--- config.mk ---
export PLATFORM = sky130hd
export DESIGN_NAME = otter_intr_ctrl
export DESIGN_NICKNAME = d
export VERILOG_FILES = /design/src/rtl/otter_intr_ctrl.sv
export SDC_FILE = /design/constraint.sdc
export NUM_CORES = 1
export LEC_CHECK = 0
export BUFFER_PORTS_ARGS = -buffer_cell sky130_fd_sc_hd__buf_2
export CAP_MARGIN = 10
export CORE_ASPECT_RATIO = 0.6
export CORE_MARGIN = 1
export CORE_UTILIZATION = 25
export CTS_BUF_LIST = sky130_fd_sc_hd__clkbuf_8
export DETAILED_ROUTE_END_ITERATION = 7
export SETUP_SLACK_MARGIN = 0.3
export SLEW_MARGIN = 30
export SYNTH_ARGS = -nofsm -noshare
export SYNTH_HDL_FRONTEND = slang
export SYNTH_SLANG_ARGS = --single-unit
--- constraint.sdc ---
create_clock -name clk -period 1.85 [get_ports clk]
set_input_delay 0.0925 -clock clk [delete_from_list [all_inputs] [get_ports clk]]
set_output_delay 0.0925 -clock clk [all_outputs]
set_load 0.02 [all_outputs]
--- src/rtl/otter_intr_ctrl.sv ---
// Interrupt controller: per-source sync/debounce/edge-detect into pending bits,
// masked fixed-priority arbitration, and a request/ack handshake to the CPU.
module otter_intr_ctrl #(
    parameter int NUM_SRC   = 4,
    parameter int DB_CYCLES = 4,
    parameter int CNT_W     = 8,
    parameter int ID_W      = 3
) (
    input  logic               clk,
    input  logic               rst,
    input  logic [NUM_SRC-1:0] src_in,
    input  logic               mask_we,
    input  logic [NUM_SRC-1:0] mask_wd,
    input  logic               intr_ack,
    output logic               intr,
    output logic [ID_W-1:0]    intr_id,
    output logic [NUM_SRC-1:0] pending,
    output logic [NUM_SRC-1:0] mask
);

    typedef enum logic [1:0] {
        S_IDLE = 2'd0,
        S_REQ  = 2'd1,
        S_HOLD = 2'd2
    } state_t;

    localparam logic [CNT_W-1:0] CNT_LAST = CNT_W'(DB_CYCLES - 1);

    logic [NUM_SRC-1:0]            sync1_q, sync1_d;
    logic [NUM_SRC-1:0]            sync2_q, sync2_d;
    logic [NUM_SRC-1:0][CNT_W-1:0] cnt_q, cnt_d;
    logic [NUM_SRC-1:0]            db_q, db_d;
    logic [NUM_SRC-1:0]            pend_q, pend_d;
    logic [NUM_SRC-1:0]            mask_q, mask_d;
    state_t                        state_q, state_d;
    logic [ID_W-1:0]               id_q, id_d;

    logic [NUM_SRC-1:0]            db_rise;
    logic [NUM_SRC-1:0]            eligible;
    logic [NUM_SRC-1:0]            ack_clr;
    logic [ID_W-1:0]               winner;

    // Two-flop synchroniser followed by a run-length debouncer per source
    always_comb begin
        sync1_d = src_in;
        sync2_d = sync1_q;
        cnt_d   = cnt_q;
        db_d    = db_q;
        for (int i = 0; i < NUM_SRC; i++) begin
            if (sync2_q[i] == db_q[i]) begin
                cnt_d[i] = '0;
            end else if (cnt_q[i] == CNT_LAST) begin
                db_d[i]  = sync2_q[i];
                cnt_d[i] = '0;
            end else begin
                cnt_d[i] = cnt_q[i] + CNT_W'(1);
            end
        end
        db_rise = db_d & ~db_q;
    end

    // Lowest index wins: scan downward so the last hit is the smallest index
    always_comb begin
        eligible = pend_q & mask_q;
        winner   = '0;
        for (int i = NUM_SRC - 1; i >= 0; i--) begin
            if (eligible[i]) winner = ID_W'(i);
        end
    end

    always_comb begin
        state_d = state_q;
        id_d    = id_q;
        ack_clr = '0;
        case (state_q)
            S_IDLE: begin
                if (|eligible) begin
                    state_d = S_REQ;
                    id_d    = winner;
                end
            end
            S_REQ: begin
                if (intr_ack) begin
                    state_d = S_HOLD;
                    for (int i = 0; i < NUM_SRC; i++) begin
                        if (ID_W'(i) == id_q) ack_clr[i] = 1'b1;
                    end
                end
            end
            S_HOLD:  state_d = S_IDLE;
            default: state_d = S_IDLE;
        endcase
    end

    always_comb begin
        intr = (state_q == S_REQ);
    end

    // A new rise on the same edge as an ack keeps the bit set
    always_comb begin
        pend_d = (pend_q & ~ack_clr) | db_rise;
        mask_d = mask_we ? mask_wd : mask_q;
    end

    always_ff @(posedge clk) begin
        if (rst) begin
            sync1_q <= '0;
            sync2_q <= '0;
            cnt_q   <= '0;
            db_q    <= '0;
            pend_q  <= '0;
            mask_q  <= '1;
            state_q <= S_IDLE;
            id_q    <= '0;
        end else begin
            sync1_q <= sync1_d;
            sync2_q <= sync2_d;
            cnt_q   <= cnt_d;
            db_q    <= db_d;
            pend_q  <= pend_d;
            mask_q  <= mask_d;
            state_q <= state_d;
            id_q    <= id_d;
        end
    end

    assign intr_id = id_q;
    assign pending = pend_q;
    assign mask    = mask_q;

endmodule
# Word-level counts from Yosys, hierarchy flattened
# Index checks and enable logic that the tools add are counted.
# classes
add_sub_neg,4
n_eq_ne,14
mux,21
bitwise_logic,6
n_reduce_logical,9
# ops
operator,count
$add 8x1->8 const B,4
$eq 8x2->1 const B,4
$and 4x4->4,3
$mux 1,12
$reduce_or 3->1,4
$mux 3,3
$mux 4,2
$not 4->4,2
$eq 2x3->1 const A,2
$mux 2,3
$eq 1x1->1,4
$ne 2x2->1 const B,2
$or 4x4->4,1
$pmux 2 s2,1
$reduce_and 2->1,2
$reduce_or 4->1,1
$eq 1x3->1 const A,1
$logic_not 3->1,1
$eq 2x1->1 const B,1
$logic_not 2->1,1
# totals
register_bits,57
inputBits,12
out_inout_bits,12
elab_cells,65

# Logic depth before layout (Yosys ltp)
# Gate-level depths: netlist of the first run.
# depth
depth_word,7
mapped_depth,4
depth_no_buf,4

# Worst setup path before layout of the first run
# OpenSTA, ideal clock, no wires.
# synth_path
kind,flip-flop to flip-flop
from,register cnt_q[24] (netlist name)
to,register cnt_q[26] (netlist name)
setup_time_ns,0.133
arrival_time_ns,1.499
required_ns,1.717
slack_ns,0.218
path_stages_with_launch,5
n_path_buf,0
synth_period_minus_slack_ns,1.632
path_cell_list,dfxtp_1 > ha_1 > or3b_2 > o211ai_1 > nor2_1
# synth_between
elab_chain_len,2
word_cells_on_any_way,3
cone_classes,add/sub: 1; eq/ne: 1; reduce/logical: 1
# synth_lines
element,line,rtl
from (decl),31,"logic [NUM_SRC-1:0][CNT_W-1:0] cnt_q, cnt_d;"
from (signal assigned),118,cnt_q <= cnt_d;
"parallel branches: the longest is 2 deep, another holds $add 8x1->8",-,
# Parallel ways; which one is timed is not known.
# A chain may end at the register's enable or synchronous reset.

# Worst setup path in the final report of the first run
# layout_path
from,register cnt_q[1] (netlist name)
to,register cnt_q[2] (netlist name)
# The elaborated chain is that of the path after synthesis.

==> impl_metrics.toml, run 1 <==
[outcome]
status = "finished with violations"
violations = "design-rule violations, negative hold slack"

[global_routing]
grt_overflow = 0
antenna_found_initial = 0
grt_pass1_vias = 1671
grt_pass1_wl_um = 8000
grt_usage_pct = 10.3
grt_max_degree = 21

[cts]
clk_pin_slew_ns = 0.10
cts_buffer_depth = 2
cts-root-buf = "clkbuf_8"
cts_inserted_buffers = 5
htree_levels = 2
insertion_delay_ns = 0.30
numClockSinks = 56
cts_tree = "yes"

[routing]
routed_wl_um = 4700
drc = 2
vias = 1800
wl_per_cell_um = 11.9
drt-initial-drc-count = 115
drt_first_pass_iters = 6
detail_route.vias_per_cell = 4.56
antenna_left = 0

[pwr]
leakage_nw = 0.956
power_density_nw_per_um2 = 715
ir_drop_v = 0.000309

[timing]
maxSlewHeadroom_pct = 60.4
fin_tns_setup_ns = 0
min_period_ns = 1.51
drv_slew = 0
setup_viol_count_final = 0
hold_viol = 1
skew_ns = 0.00250
period_share_pct = 81.9
whs_ns = -0.00360
worst_pin_slew_ns = 0.594
grt_setup_unrepaired = "yes"
max_freq_mhz = 660

[die]
core-area_sq_um = 8690
row_count = 26
die_y_um = 76.1
die-area_sq_um = 9540
initial_core_util_pct = 26.3
die_w_um = 125
ioPinCount = 24

[logic_synthesis]
synthFlopType = "dfxtp_1"
ys_top_cells_by_count = "dfxtp_1 (56), nor2_1 (25), nand2_1 (18)"
ys_seq_elements = 56
yosys_warnings = 0
syn_inst = 250
async_flop_share_pct = 0
syn_avg_cell_area_sq_um = 9.14
seq_area_frac_synth_pct = 49.1
syn_area_sq_um = 2280
ys_types = 35
synth_top_cell_area_share_pct = 49.1
synth_top_area_cell = "dfxtp_1"
synth_most_common_cell = "dfxtp_1"
yosys-top-cells-area = "dfxtp_1 (49%), or3_1 (4.4%), xor2_1 (4.2%)"
synth_edf_count = 0
syn_nets = 266

[placed_design]
gp_congestion = 0.790
dpl.hpwl_um = 3320
portBuffers = 22

[setup_path]
crit_path_max_fanout = 8
crit_type = "reg2reg"
cp.required_ns = 2.04
cp-end-kind = "flop"
start_kind = "flop"
worstPathArrival_ns = 1.71
r2r_setup_slack_ns = 0.34

[layout]
seq_area_sq_um = 1130
area_growth_pct = 20.1
drive_above_1_share_pct = 19.1
multiInputGateArea_sq_um = 1160
post-route-util_pct = 31.6
fillers = 901
nets = 299
antenna_cells = 0

[run]
max-cap-violations = 0

[hold_path]
hp-class = "in2reg"
state kept, by name, summed over array words and instances (netlist names):
signal	flops
cnt_q	32
db_q	4
intr_id	2
mask	4
pending	4
state_q	2
sync1_q	4
sync2_q	4
area by class of cell:
cell class                 count  share of cell area [%]
inverter                      12                    1.64
sequential                    56                    41.4
tap                          112                    5.11
clock buffer                   5                    2.51
multi-input combinational    177                    42.3
clock inverter                 2                   0.319
timing repair buffer          31                    6.75
worst max-delay path: stages, from the launching register on:
cell      delay, ns
dfxtp_2        0.37
ha_4           0.15
or4b_4         0.48
o211ai_4       0.32
nor2_1         0.09
stage by stage:
stage	hold slack [ns]	power [W]	instances	area [sq um]	setup WS [ns]
floorplan	0.221	0.00131	250	2300	0.323
global placement	0.312	0.00133	383	2550	0.210
detailed placement	0.314	0.00134	383	2550	0.168
CTS	0.00300	0.00197	393	2680	0.304
global route	0.00732	0.00203	395	2740	0.274
finish	-0.00360	0.00196	395	2740	0.335
power by group:
part,switching [W],internal [W]
Clock,0.000391,0.000254
Sequential,0.0000144,0.00122
Combinational,0.0000460,0.0000374
cell families after synthesis:
kind of cell / count (synthesis) / share of synthesized area, %
buffers and inverters: 17 / 3.29
xor gates and xnor gates: 16 / 6.13
other: 1 / 0.164
and+or+nand+nor: 103 / 23.9
AOI/OAI and AO/OA: 49 / 13.5
muxes: 4 / 1.75
adders and majority gates: 4 / 2.19
DFF: 56 / 49.1
layer usage:
layer | wire, um | part of all wire (%) | up-vias | global-route usage (%)
li1 | - | - | 946 | -
met1 | 2620 | 56 | 831 | 15.4
met2 | 1900 | 40 | 19 | 14.7
met3 | 139 | 3.0 | 4 | 2.18
met4 | 37 | 0.79 | 0 | 3.29
met5 | 0 | 0 | - | 0
layout by cell type, fill, tap and decap left out, types with 2 or more instances in the layout:
cell type      count
o211ai_1           3
nand2b_1           3
a21oi_1           16
dfxtp_1           49
xnor2_1            5
a32o_1             2
buf_2             22
o41ai_1            2
xor2_1            11
nor2_1            24
o311ai_0           3
clkbuf_8           5
dfxtp_4            2
inv_1             13
nor2b_1            9
ha_4               4
dfxtp_2            5
o21ai_0           16
or4_4              3
or3_1             16
nand4_1            6
nand3_1           15
mux2i_1            4
a221oi_1           2
dlygate4sd3_1      3
buf_4              6
or3b_4             3
nor3_1             2
nand2_1           18
worst paths after layout:
kind / startpoint / end / cells past startpoint
max: cnt_q[1] / cnt_q[2] / 4
min: src_in[3] / sync1_q[3] / 2
max reg2reg: cnt_q[1] / cnt_q[2] / 4
min reg2reg: sync1_q[1] / sync2_q[1] / 1
what timing repair did:
item / CTS / global route
hold buffers: 3 / 0
setup endpoints to repair: 8 / 25
gates cloned: 0 / 0
gates resized for setup: 5 / 10
pin swaps: 1 / 3
hold endpoints to repair: 3 / 0
setup buffers: 0 / 2
No activity file was read; power rests on OpenSTA's default activity.
==> run 2: changes to the inputs <==
--- a/config.mk
+++ b/config.mk
@@ -5,6 +5,7 @@
 export SDC_FILE = /design/constraint.sdc
 export NUM_CORES = 1
 export LEC_CHECK = 0
+export ABC_AREA = 1
 export BUFFER_PORTS_ARGS = -buffer_cell sky130_fd_sc_hd__buf_2
 export CAP_MARGIN = 10
 export CORE_ASPECT_RATIO = 0.6
==> constraint.sdc (replaced) <==
create_clock -name clk -period 1.5 [get_ports clk]
set_input_delay 0.075 -clock clk [delete_from_list [all_inputs] [get_ports clk]]
set_output_delay 0.075 -clock clk [all_outputs]
set_load 0.02 [all_outputs]
==> impl_metrics.toml, run 2 <==
[layout]
largest-register = "cnt_q"
nets = 427
area_growth_pct = 19.7
drive_above_1_share_pct = 16.0
antenna_cells = 0
layout_commonest_cell = "nand2_1"
layout_common_cells = "nand2_1 (95), inv_1 (60), nor2_1 (60)"
final-instance-count-excl-fill = 547
largest_register_ffs = 32

[logic_synthesis]
syn_area_sq_um = 2550
yosys-top-cells-area = "dfxtp_1 (44%), nand2_1 (14%), nor2_1 (9.4%)"
syn_avg_cell_area_sq_um = 6.76
async_flop_share_pct = 0
synthFlopType = "dfxtp_1"
ys_seq_elements = 56
yosys_warnings = 0
synth_most_common_cell = "nand2_1"
synth_top_cell_area_share_pct = 43.9
ys_top_cells_by_count = "nand2_1 (98), nor2_1 (64), inv_1 (60), dfxtp_1 (56), nand3_1 (31)"
ys_types = 27
syn_nets = 394
synth_edf_count = 0
synth_top_area_cell = "dfxtp_1"
seq_area_frac_synth_pct = 43.9
syn_inst = 378

[cts]
cts-root-buf = "clkbuf_8"
numClockSinks = 56
clk_pin_slew_ns = 0.10
cts_tree = "yes"
cts_inserted_buffers = 5
htree_levels = 2
cts_buffer_depth = 2
insertion_delay_ns = 0.32

[global_routing]
grt_usage_pct = 10.5
grt_max_degree = 19
grt_pass1_vias = 2044
grt_pass1_wl_um = 8960
antenna_found_initial = 0
grt_overflow = 0

[pwr]
p_sw_w = 0.000579
power_density_nw_per_um2 = 805
leakage_nw = 1.32
comb_power_share_pct = 4.7
clkPwrFrac_pct = 33.5
intPower_w = 0.00188
switching_share_pct = 23.5
seqPwrFrac_pct = 61.7
ir_drop_v = 0.000311
total_power_w = 0.00246

[routing]
drt-initial-drc-count = 75
vias = 2264
wl_per_cell_um = 9.57
antenna_left = 0
routed_wl_um = 5230
detail_route.vias_per_cell = 4.14
drc = 0
drt_first_pass_iters = 4

[die]
row_count = 28
die-area_sq_um = 10600
core-area_sq_um = 9880
die_w_um = 133
ioPinCount = 24
die_y_um = 80.3
initial_core_util_pct = 25.9

[setup_path]
cp-end-kind = "output pin"
crit_path_max_fanout = 3
r2r_setup_slack_ns = 0.37
crit_type = "reg2out"
worstPathArrival_ns = 1.06
start_kind = "flop"
cp.required_ns = 1.42

[timing]
period_share_pct = 75.8
grt_setup_unrepaired = "no"
drv_slew = 0
skew_ns = 0.00961
hold_viol = 0
fin_tns_setup_ns = 0
max_freq_mhz = 880
min_period_ns = 1.14
setup_viol_count_final = 0

[run]
max-cap-violations = 0

[placed_design]
place_inst = 529
portBuffers = 22
gp_congestion = 0.772
dpl.hpwl_um = 3970

[outcome]
status = "complete, no violations"

[hold_path]
hp-class = "in2reg"
==> run 2: kinds of logic after synthesis <==
logic type / after synthesis / synth area share [%]
AOI/OAI and AO/OA: 19 / 4.06
xor gates and xnor gates: 6 / 2.06
adders and majority gates: 4 / 1.96
buffers and inverters: 70 / 10.8
DFF: 56 / 43.9
other: 1 / 0.147
and+or+nand+nor: 222 / 37.1
==> run 2: layout make-up <==
cell class / instances / area, sq um
tap: 135 / 169
inverter: 63 / 236
sequential: 56 / 1130
clock inverter: 3 / 18.8
timing repair buffer: 33 / 215
fill: 1106 / 6820
multi-input combinational: 252 / 1220
clock buffer: 5 / 68.8
==> run 2: power groups by stage <==
stage,registers (W),clock network [W],logic (W)
after floorplan,0.00156,0,0.0000499
after detailed placement,0.00155,0,0.0000964
final,0.00152,0.000826,0.000117
after CTS,0.00152,0.000866,0.000115
after global placement,0.00155,0,0.0000942
after global routing,0.00153,0.000913,0.000132
==> run 2: timing repair <==
action / 4_1_cts / 5_1_grt
hold buffers: 9 / 0
endpoints found under the setup margin: 20 / 36
pin swaps: 0 / 5
resized for setup: 5 / 19
endpoints found under the hold margin: 8 / 0
buffers inserted: 0 / 1
==> run 2: final timing paths <==
| path | depth (start not counted) | to | start |
|---|---|---|---|
| worst max-delay path | 4 | intr | state_q[1] |
| worst min register to register | 2 | sync2_q[2] | sync1_q[2] |
| worst max register to register | 6 | cnt_q[20] | cnt_q[16] |
| worst min-delay path | 2 | sync2_q[1] | rst |
==> run 2: worst max-delay path, stage by stage (launching register included) <==
cell     delay [ns]
dfxtp_1        0.32
inv_1          0.05
nand2_1        0.07
inv_1          0.12
buf_2          0.19
==> run 2: stage by stage <==
stage	hold WS [ns]	utilization, %	cell area [sq um]	setup WS [ns]
after floorplan	0.144	-	2550	0.388
after global placement	0.287	28.4	2800	0.301
after detailed placement	0.303	28.4	2800	0.277
after CTS	0.00130	30.3	2990	0.306
after global routing	0.0257	31.0	3060	0.279
final	0.0145	31.0	3060	0.364
==> run 2: routing by layer <==
metal / track usage, % / routed length (um)
met1: 13.9 / 2810
met4: 3.45 / 63
met2: 16.5 / 2210
met3: 2.84 / 154
met5: 0 / 0
==> run 3: changes to the inputs <==
==> constraint.sdc (replaced) <==
create_clock -name clk -period 0.9 [get_ports clk]
set_input_delay 0.045 -clock clk [delete_from_list [all_inputs] [get_ports clk]]
set_output_delay 0.045 -clock clk [all_outputs]
set_load 0.02 [all_outputs]
==> impl_metrics.toml, run 3 (synthesized netlist as in run 2, its figures left out) <==
[routing]
drt-initial-drc-count = 77
drc = 0
antenna_left = 0
drt_first_pass_iters = 4
detail_route.vias_per_cell = 4.26
routed_wl_um = 6370
vias = 2502
wl_per_cell_um = 10.8

[layout]
antenna_cells = 0
layout_commonest_cell = "nand2_1"
drive_above_1_share_pct = 48.6
largest-register = "cnt_q"
nets = 468
layout_common_cells = "nand2_1 (69), inv_1 (54), buf_4 (39)"
fillers = 1040
post-route-util_pct = 40.0
area_growth_pct = 54.8
largest_register_ffs = 32

[pwr]
p_sw_w = 0.00106
seqPwrFrac_pct = 59.8
switching_share_pct = 25.2
leakage_nw = 1.61
power_density_nw_per_um2 = 1070
ir_drop_v = 0.000655
comb_power_share_pct = 5.7
clkPwrFrac_pct = 34.5
intPower_w = 0.00315

[global_routing]
grt_util_met2_pct = 20.8
antenna_found_initial = 0
grt_pass1_wl_um = 10300
grt_overflow = 0
grt_max_degree = 19
grt_pass1_vias = 2401
met1_usage_pct = 15.0
use_met3_pct = 3.60
grt-busiest-layer = "met2"
grt_usage_pct = 12.2

[cts]
hold_buffers = 6
htree_levels = 2
insertion_delay_ns = 0.32
numClockSinks = 56
clk_pin_slew_ns = 0.11
cts_inserted_buffers = 5
cts_tree = "yes"
cts_buffer_depth = 2
cts-root-buf = "clkbuf_8"

[hold_path]
hp-class = "in2reg"
min_to = "mask[2]"
hold-path-cell-count = 3
min_from = "mask_wd[2]"

[placed_design]
portBuffers = 22
dpl.hpwl_um = 4330
gp_congestion = 0.790
place_ws_ns = -0.211

[setup_path]
reg2reg_depth = 6
crit_type = "reg2reg"
worstReg2RegEnd = "cnt_q[24]"
r2r-start = "cnt_q[24]"
crit_path_max_fanout = 8
start_kind = "flop"
r2r_setup_slack_ns = -0.24
cp.required_ns = 1.13
cp-end-kind = "flop"
worstPathArrival_ns = 1.37

[timing]
grt_setup_unrepaired = "yes"
whs_ns = -0.0566
min_period_ns = 1.14
hold_viol = 6
skew_ns = 0.00657
drv_slew = 0
period_share_pct = 126
max_freq_mhz = 879
setup_ws_ns = -0.238
setup_viol_count_final = 45

[die]
initial_core_util_pct = 25.9
core-area_sq_um = 9880
ioPinCount = 24
die_w_um = 133
row_count = 28
die-area_sq_um = 10600
die_y_um = 80.3

[outcome]
violations = "negative hold slack, negative setup slack"
status = "finished with violations"

[run]
max-cap-violations = 0
-- run 3: cell types whose count changed in the layout (fill, tap and decap cells not counted), sizes merged --
cell / delta
clkinv: -2
dlygate4sd3: -3
buf: +44
inv: +2
-- run 3: power groups by stage --
stage | Clock [W] | Sequential [W] | Combinational, W
finish | 0.00145 | 0.00252 | 0.000241
global placement | 0 | 0.00258 | 0.000167
floorplan | 0 | 0.00259 | 0.0000862
detailed placement | 0 | 0.00258 | 0.000170
global route | 0.00160 | 0.00252 | 0.000268
CTS | 0.00152 | 0.00253 | 0.000216
-- run 3: worst max-delay path by stage --
stage / start / to / cells past startpoint
6_report: cnt_q[24] / cnt_q[24] / 6
2_1_floorplan: cnt_q[16] / cnt_q[20] / 6
3_3_place_gp: cnt_q[18] / cnt_q[21] / 5
5_1_grt: cnt_q[24] / cnt_q[29] / 6
4_1_cts: cnt_q[24] / cnt_q[30] / 6
3_5_place_dp: cnt_q[24] / cnt_q[30] / 6
-- run 3: worst max-delay path, stage by stage (launching register included) --
cell and delay (ns):
dfxtp_2 0.38, ha_4 0.17, nand2_2 0.06, nor2_2 0.13, nand2_2 0.09, nand2_4 0.15
nor2_1 0.05
-- run 3: area by class of cell --
type | count | area [sq um] | share of cell area (%)
Multi-Input combinational cell | 252 | 1650 | 41.7
Sequential cell | 56 | 1200 | 30.2
Timing Repair Buffer | 74 | 611 | 15.4
Inverter | 63 | 239 | 6.04
Tap cell | 135 | 169 | 4.27
Clock buffer | 5 | 68.8 | 1.74
Clock inverter | 3 | 21.3 | 0.538
-- run 3: per-stage QoR --
step	cells	power, W	instance area, sq um	TNS (ns)
2_1_floorplan	378	0.00268	2730	-1.62
3_3_place_gp	555	0.00275	3160	-4.59
3_5_place_dp	555	0.00276	3160	-5.56
4_1_cts	585	0.00426	3670	-6.35
5_1_grt	588	0.00439	3960	-9.84
6_report	588	0.00421	3960	-6.91
-- run 3: layer usage --
metal  up-vias  share of wire, %
li1       1307                 -
met1      1160                48
met2        23                48
met3        12               3.0
met4         0               1.2
met5         -                 0
-- run 3: repair_timing --
action,in CTS,in global routing
pin swaps,32,29
setup buffers,16,3
gates resized for setup,72,79
setup endpoints to repair,56,59
hold endpoints to repair,10,5
